File: src/rtl/ifetch_bridge_if.sv
// ---------------------------------------------------------------------------
// ifetch_bridge_if
// Purpose : sram-like instruction bus between the fetch bridge (master) and
//           the instruction memory / cache (slave). Read-only usage.
// Signals :
//   inst_req      master->slave  request valid, held until inst_addr_ok
//   inst_wr       master->slave  write enable (always 0 for fetch)
//   inst_size     master->slave  transfer size (2'b10 = word)
//   inst_addr     master->slave  word address of the fetch
//   inst_wdata    master->slave  write data (unused, 0)
//   inst_addr_ok  slave->master  address accepted this cycle
//   inst_data_ok  slave->master  read data valid this cycle
//   inst_rdata    slave->master  read data
// ---------------------------------------------------------------------------
interface ifetch_bridge_if;
  logic        inst_req;
  logic        inst_wr;
  logic [1:0]  inst_size;
  logic [31:0] inst_addr;
  logic [31:0] inst_wdata;
  logic        inst_addr_ok;
  logic        inst_data_ok;
  logic [31:0] inst_rdata;

  modport master (
    output inst_req, inst_wr, inst_size, inst_addr, inst_wdata,
    input  inst_addr_ok, inst_data_ok, inst_rdata
  );

  modport slave (
    input  inst_req, inst_wr, inst_size, inst_addr, inst_wdata,
    output inst_addr_ok, inst_data_ok, inst_rdata
  );
endinterface

File: src/rtl/ifetch_bridge.sv
// ---------------------------------------------------------------------------
// ifetch_bridge
// Purpose : converts the core's single-cycle fetch view (pcF in, instrF out,
//           inst_on as stall) into sram-like read transactions. Holds a
//           one-entry line buffer so a stalled core sees a stable instruction,
//           and drops responses belonging to fetches that were flushed.
// Ports   :
//   clk        in   sole clock, rising edge
//   rst        in   asynchronous active-high reset
//   inst_en    in   core fetch enable
//   pcF        in   fetch PC
//   flush      in   pipeline redirect / exception
//   longstall  in   core stalled on the data side (no effect on the bridge)
//   instrF     out  instruction to the core (0 when not available)
//   inst_on    out  fetch pending, core stalls IF while 1
//   bus        sram-like master port (see ifetch_bridge_if)
// ---------------------------------------------------------------------------
module ifetch_bridge (
  input  logic                   clk,
  input  logic                   rst,
  input  logic                   inst_en,
  input  logic [31:0]            pcF,
  input  logic                   flush,
  input  logic                   longstall,
  output logic [31:0]            instrF,
  output logic                   inst_on,
  ifetch_bridge_if.master        bus
);

  localparam logic [1:0] IDLE = 2'd0;
  localparam logic [1:0] ADDR = 2'd1;
  localparam logic [1:0] DATA = 2'd2;

  logic [1:0]  state_q,    state_d;
  logic [31:0] req_addr_q, req_addr_d;
  logic        drop_q,     drop_d;
  logic [31:0] buf_data_q, buf_data_d;
  logic [31:0] buf_pc_q,   buf_pc_d;
  logic        buf_v_q,    buf_v_d;

  logic hit;
  logic fwd;
  logic misaligned;

  // The buffer simply holds its contents while the core is stalled on the
  // data side, so this input has nothing to drive.
  logic longstall_unused;
  assign longstall_unused = longstall;

  assign misaligned = (pcF[1:0] != 2'b00);
  assign hit        = buf_v_q && (buf_pc_q == pcF);
  // Forward the response in the same cycle it arrives, unless it belongs to
  // a flushed fetch or the core has already moved to another PC.
  assign fwd        = (state_q == DATA) && bus.inst_data_ok && !drop_q &&
                      (req_addr_q == pcF);

  // Read-only master: write side tied off, address comes straight from the
  // latched request so it stays stable while waiting for inst_addr_ok.
  assign bus.inst_wr    = 1'b0;
  assign bus.inst_size  = 2'b10;
  assign bus.inst_wdata = 32'h0;
  assign bus.inst_req   = (state_q == ADDR);
  assign bus.inst_addr  = req_addr_q;

  // Misaligned PCs are reported as "available" with a zero instruction so the
  // core can raise its address exception without a bus access.
  always_comb begin
    instrF = 32'h0;
    if (!rst && !misaligned) begin
      if (hit)      instrF = buf_data_q;
      else if (fwd) instrF = bus.inst_rdata;
    end
  end

  assign inst_on = !rst && inst_en && !(hit || fwd || misaligned);

  // Next-state logic. A flush never withdraws an issued request; it marks the
  // transaction to be dropped and lets it run to completion so the slave's
  // response is absorbed here rather than reaching the core.
  always_comb begin
    state_d    = state_q;
    req_addr_d = req_addr_q;
    drop_d     = drop_q;
    buf_data_d = buf_data_q;
    buf_pc_d   = buf_pc_q;
    buf_v_d    = buf_v_q;
    case (state_q)
      IDLE: begin
        if (flush) begin
          buf_v_d = 1'b0;
        end else if (inst_en && !hit && !misaligned) begin
          state_d    = ADDR;
          req_addr_d = pcF;
        end
      end
      ADDR: begin
        if (flush) begin
          drop_d  = 1'b1;
          buf_v_d = 1'b0;
        end
        if (bus.inst_addr_ok) begin
          state_d = DATA;
        end
      end
      DATA: begin
        if (bus.inst_data_ok) begin
          state_d = IDLE;
          drop_d  = 1'b0;
          if (flush) begin
            buf_v_d = 1'b0;
          end else if (!drop_q) begin
            buf_data_d = bus.inst_rdata;
            buf_pc_d   = req_addr_q;
            buf_v_d    = 1'b1;
          end
        end else if (flush) begin
          drop_d  = 1'b1;
          buf_v_d = 1'b0;
        end
      end
      default: begin
        state_d = IDLE;
      end
    endcase
  end

  // State registers. Reset abandons any in-flight request; a late
  // inst_data_ok then arrives in IDLE and is ignored.
  always_ff @(posedge clk or posedge rst) begin
    if (rst) begin
      state_q    <= IDLE;
      req_addr_q <= 32'h0;
      drop_q     <= 1'b0;
      buf_data_q <= 32'h0;
      buf_pc_q   <= 32'h0;
      buf_v_q    <= 1'b0;
    end else begin
      state_q    <= state_d;
      req_addr_q <= req_addr_d;
      drop_q     <= drop_d;
      buf_data_q <= buf_data_d;
      buf_pc_q   <= buf_pc_d;
      buf_v_q    <= buf_v_d;
    end
  end

endmodule

File: src/flat_wrapper.sv
// flat-port wrapper written by rule: the top's interface ports become plain ports
module ifetch_bridge_flat 
  (clk, rst, inst_en, pcF, flush, longstall, instrF, inst_on, bus_inst_req, bus_inst_wr, bus_inst_size, bus_inst_addr, bus_inst_wdata, bus_inst_addr_ok, bus_inst_data_ok, bus_inst_rdata);
  ifetch_bridge_if bus_i ();
  input  logic clk;
  input  logic rst;
  input  logic inst_en;
  input  logic [31:0] pcF;
  input  logic flush;
  input  logic longstall;
  output logic [31:0] instrF;
  output logic inst_on;
  output wire logic [$bits(bus_i.inst_req)-1:0] bus_inst_req;
  output wire logic [$bits(bus_i.inst_wr)-1:0] bus_inst_wr;
  output wire logic [$bits(bus_i.inst_size)-1:0] bus_inst_size;
  output wire logic [$bits(bus_i.inst_addr)-1:0] bus_inst_addr;
  output wire logic [$bits(bus_i.inst_wdata)-1:0] bus_inst_wdata;
  input wire logic [$bits(bus_i.inst_addr_ok)-1:0] bus_inst_addr_ok;
  input wire logic [$bits(bus_i.inst_data_ok)-1:0] bus_inst_data_ok;
  input wire logic [$bits(bus_i.inst_rdata)-1:0] bus_inst_rdata;
  assign bus_inst_req = bus_i.inst_req;
  assign bus_inst_wr = bus_i.inst_wr;
  assign bus_inst_size = bus_i.inst_size;
  assign bus_inst_addr = bus_i.inst_addr;
  assign bus_inst_wdata = bus_i.inst_wdata;
  assign bus_i.inst_addr_ok = bus_inst_addr_ok;
  assign bus_i.inst_data_ok = bus_inst_data_ok;
  assign bus_i.inst_rdata = bus_inst_rdata;
  ifetch_bridge u_core (.clk(clk), .rst(rst), .inst_en(inst_en), .pcF(pcF), .flush(flush), .longstall(longstall), .instrF(instrF), .inst_on(inst_on), .bus(bus_i));
endmodule
File: config.mk
export PLATFORM = sky130hd
export DESIGN_NAME = ifetch_bridge_flat
export DESIGN_NICKNAME = d
export VERILOG_FILES = /design/src/rtl/ifetch_bridge_if.sv /design/src/rtl/ifetch_bridge.sv /design/src/flat_wrapper.sv
export SDC_FILE = /design/constraint.sdc
export NUM_CORES = 1
export LEC_CHECK = 0
export BUFFER_PORTS_ARGS = -buffer_cell sky130_fd_sc_hd__buf_2
export CAP_MARGIN = 20
export CORE_MARGIN = 2
export CORE_UTILIZATION = 29
export CTS_CLUSTER_SIZE = 12
export DETAILED_ROUTE_END_ITERATION = 7
export PLACE_DENSITY = 0.46
export SYNTH_ARGS = -nofsm -noshare
export SYNTH_HDL_FRONTEND = slang
export SYNTH_SLANG_ARGS = --single-unit
File: constraint.sdc
create_clock -name clk -period 7.8 [get_ports clk]
set_input_delay 0 -clock clk [delete_from_list [all_inputs] [get_ports clk]]
set_output_delay 0 -clock clk [all_outputs]
set_load 0.02 [all_outputs]
==> flow_summary.ini <==
[status]
outcome = complete, no violations

[logic_synthesis]
synth_compound_area_share_pct = 5.74
synth_xor_xnor_area_share_pct = 9.35
synth_top_family_by_area = multiplexers
synth_cell_type_count = 37
synthCells = 474
synthAdderAreaFrac_pct = 0.876
yosysSeqAreaShare_pct = 43.8
synth_area_mm2 = 0.00571
yosysWarnings = 0
ys_ff_latch = 100
yosysTopAreaCell = dfrtp_1
yosysTopAreaCellShare_pct = 43.8
synthTopCellsByArea = dfrtp_1 44%, mux2_1 13%, xor2_1 7.5%
synthMuxAreaShare_pct = 20.3
syn_avg_cell_area_um2 = 12.1
synth-simple-area-share_pct = 12.0

[drt]
drc = 0
drt_iter0_markers = 98
wl_per_cell_um = 15.1
dr_total_vias = 4049
drt_first_pass_iters = 4
wl_um = 14200
via_per_inst = 4.33
postRouteAntennaNets = 0

[die]
placementRows = 51
die_y_um = 144
coreArea_mm2 = 0.0194
die_area_mm2 = 0.0208
ioPinCount = 172
die-width_um = 144
start_util_pct = 29.5

[grt]
track_usage_pct = 13.8
grt_pass1_vias = 4068
antenna_found_initial = 0
grt_pass1_wl_um = 22000
grt_start_max_net_pins = 69
grt_overflow_total = 0

[timing]
hold-worst-slack_ns = 0.0469
final-hold-violation-count = 0
period_needed_ns = 3.17
drv_slew = 0
skew_ns = 0.00870
finalSetupTns_ns = 0
setup_viol = 0
rsz0062_at_grt = no
tightest_slew_ns = 1.02
relSlewSlack_pct = 32.1
fmax_mhz = 316
finalCritPeriodShare_pct = 40.6

[clock_network]
htree_levels = 3
clockBufferDepth = 2
tritoncts = yes
clkSinkCount = 100
cts_buffers = 9
cts_root_buf = clkbuf_16
clk_latency_ns = 0.35
ctsResizeCount = 0
path_clk_slew_ns = 0.07

[job]
maxCapViolations = 0

[critical_path]
crit_path_start = u_core.state_q[0]$_DFFE_PP0P_
endpoint_kind = primary output
start_kind = flop
cp.required_ns = 7.80
arrival_ns = 3.17
r2r_start = u_core.buf_pc_q[21]$_DFFE_PP0P_
crit_path_max_fanout = 33
criticalPathCategory = reg -> out

[place]
post-dp-hpwl_um = 9690
gp_congestion = 0.794
port_buffers = 135
placement.cell_area_mm2 = 0.00650

[power]
combPwrFrac_pct = 32.9
power.density_mw_per_mm2 = 271
clkPwrFrac_pct = 23.2
power.internal_w = 0.00132
power.leakage_nw = 3.49
power.switching_w = 0.000706
peakVddDrop_mv = 0.144
pwr-share-seq_pct = 43.9
switching_share_pct = 34.9

[final_layout]
final_area_mm2 = 0.00747
drive_gt1_share_pct = 37.5
diodes = 0
fillCellCount = 1928
final_nets = 740
syn_to_final_growth_pct = 30.7
fin_util_pct = 38.5

[worst_hold_path]
worstHoldPathType = in -> reg
min_from = bus_inst_addr_ok
critical path: stages, from the launching register on:
cell and delay (ns):
dfrtp_1 0.41, inv_1 0.09, ha_1 0.19, nand3b_1 0.19
or4_4 0.60, nor4_4 0.27, buf_4 0.50, nand3_2 0.13
a21oi_2 0.20, buf_2 0.21
sequential cells by signal, summed over array words and instances, names as in the netlist:
register	count
u_core.bus.inst_addr	32
u_core.drop_q	1
u_core.buf_pc_q	32
u_core.buf_v_q	1
u_core.buf_data_q	32
u_core.state_q	2
cell usage after synthesis, drive strengths merged:
master / instances
or3: 1
nand2: 35
xnor2: 12
ha: 4
xor2: 49
a31oi: 1
nor4: 12
nand4: 5
dfrtp: 100
nand3b: 1
or4: 2
o21ai: 2
nand3: 33
inv: 9
buf: 50
nor4bb: 1
mux2i: 1
nand2b: 1
nor4b: 1
conb: 2
o22ai: 2
a21oi: 36
mux2: 93
nor2b: 2
clkbuf: 9
nor2: 6
a222oi: 1
nor3: 3
cell type report:
cell class / count / area [um2] / share of cell area (%)
multi-input combinational: 339 / 2920 / 39.1
inverter: 9 / 36.3 / 0.486
timing repair buffer: 206 / 1370 / 18.4
clock buffer: 9 / 225 / 3.02
sequential: 100 / 2500 / 33.5
clock inverter: 7 / 81.3 / 1.09
tap: 265 / 332 / 4.44
stage by stage:
stage                     setup slack, ns  instances  power (W)
after floorplan                      4.37        507    0.00133
after global routing                 4.42        935    0.00217
after CTS                            4.59        935    0.00206
after detailed placement             4.95        853    0.00155
after global placement               4.97        853    0.00153
final                                4.63        935    0.00202
kinds of logic after synthesis:
family,count (synthesis)
xor+xnor,61
compound gates,42
other cells,2
fa+ha+maj,4
simple gates,103
flops,100
buf+inv,68
mux,94
repair_timing:
item                      in CTS  in global routing
hold endpoints to repair      96                  0
setup buffers                  0                  0
hold buffers                  66                  0
layout by cell type, fill, tap and decap left out, types with 2 or more instances in the layout:
cell           netlist  routed
buf_2                1     135
clkbuf_16            0       9
or4_4                2       2
inv_1                9       8
nor4_1              11      11
ha_1                 4       4
nand2_1             35      34
buf_4               38       5
nor2b_1              2       2
mux2_4              28      28
nand4_1              5       5
conb_1               2      35
a21oi_2             29      29
o22ai_1              2       2
mux2_1              65      65
nor2_1               6       5
dfrtp_1            100     100
nor3_1               2       2
dlygate4sd3_1        0      66
a21oi_1              7       7
xnor2_1             12      12
nand3_2             29      29
nand3_1              4       4
xor2_1              49      49
inv_6                0       3
layer usage:
layer / vias up / wire length (um) / GRT usage (%)
met5: - / 0 / 0
met4: 0 / 170 / 3.83
met3: 10 / 804 / 3.61
met2: 116 / 6620 / 22.7
met1: 1981 / 6570 / 17.9
li1: 1942 / - / -
worst paths after layout:
| check | endpoint | depth (start not counted) | slack, ns |
|---|---|---|---|
| max | instrF[12] | 9 | 4.63 |
| min | u_core.state_q[0]$_DFFE_PP0P_ | 4 | 0.05 |
| max reg2reg | u_core.state_q[1]$_DFFE_PP0P_ | 6 | 4.94 |
| min reg2reg | u_core.buf_data_q[8]$_DFFE_PP0P_ | 1 | 0.49 |
| max in group asynchronous | u_core.bus.inst_addr[2]$_DFFE_PP0P_ | 4 | 6.34 |
| min in group asynchronous | u_core.buf_data_q[2]$_DFFE_PP0P_ | 3 | 0.22 |
power by group through the flow:
stage / Clock (W) / Combinational, W / Sequential, W
final: 0.000469 / 0.000666 / 0.000890
after global routing: 0.000512 / 0.000728 / 0.000926
after CTS: 0.000492 / 0.000678 / 0.000892
after detailed placement: 0 / 0.000647 / 0.000901
after global placement: 0 / 0.000640 / 0.000887
after floorplan: 0 / 0.000373 / 0.000961
(Power assumes the default switching activity.)
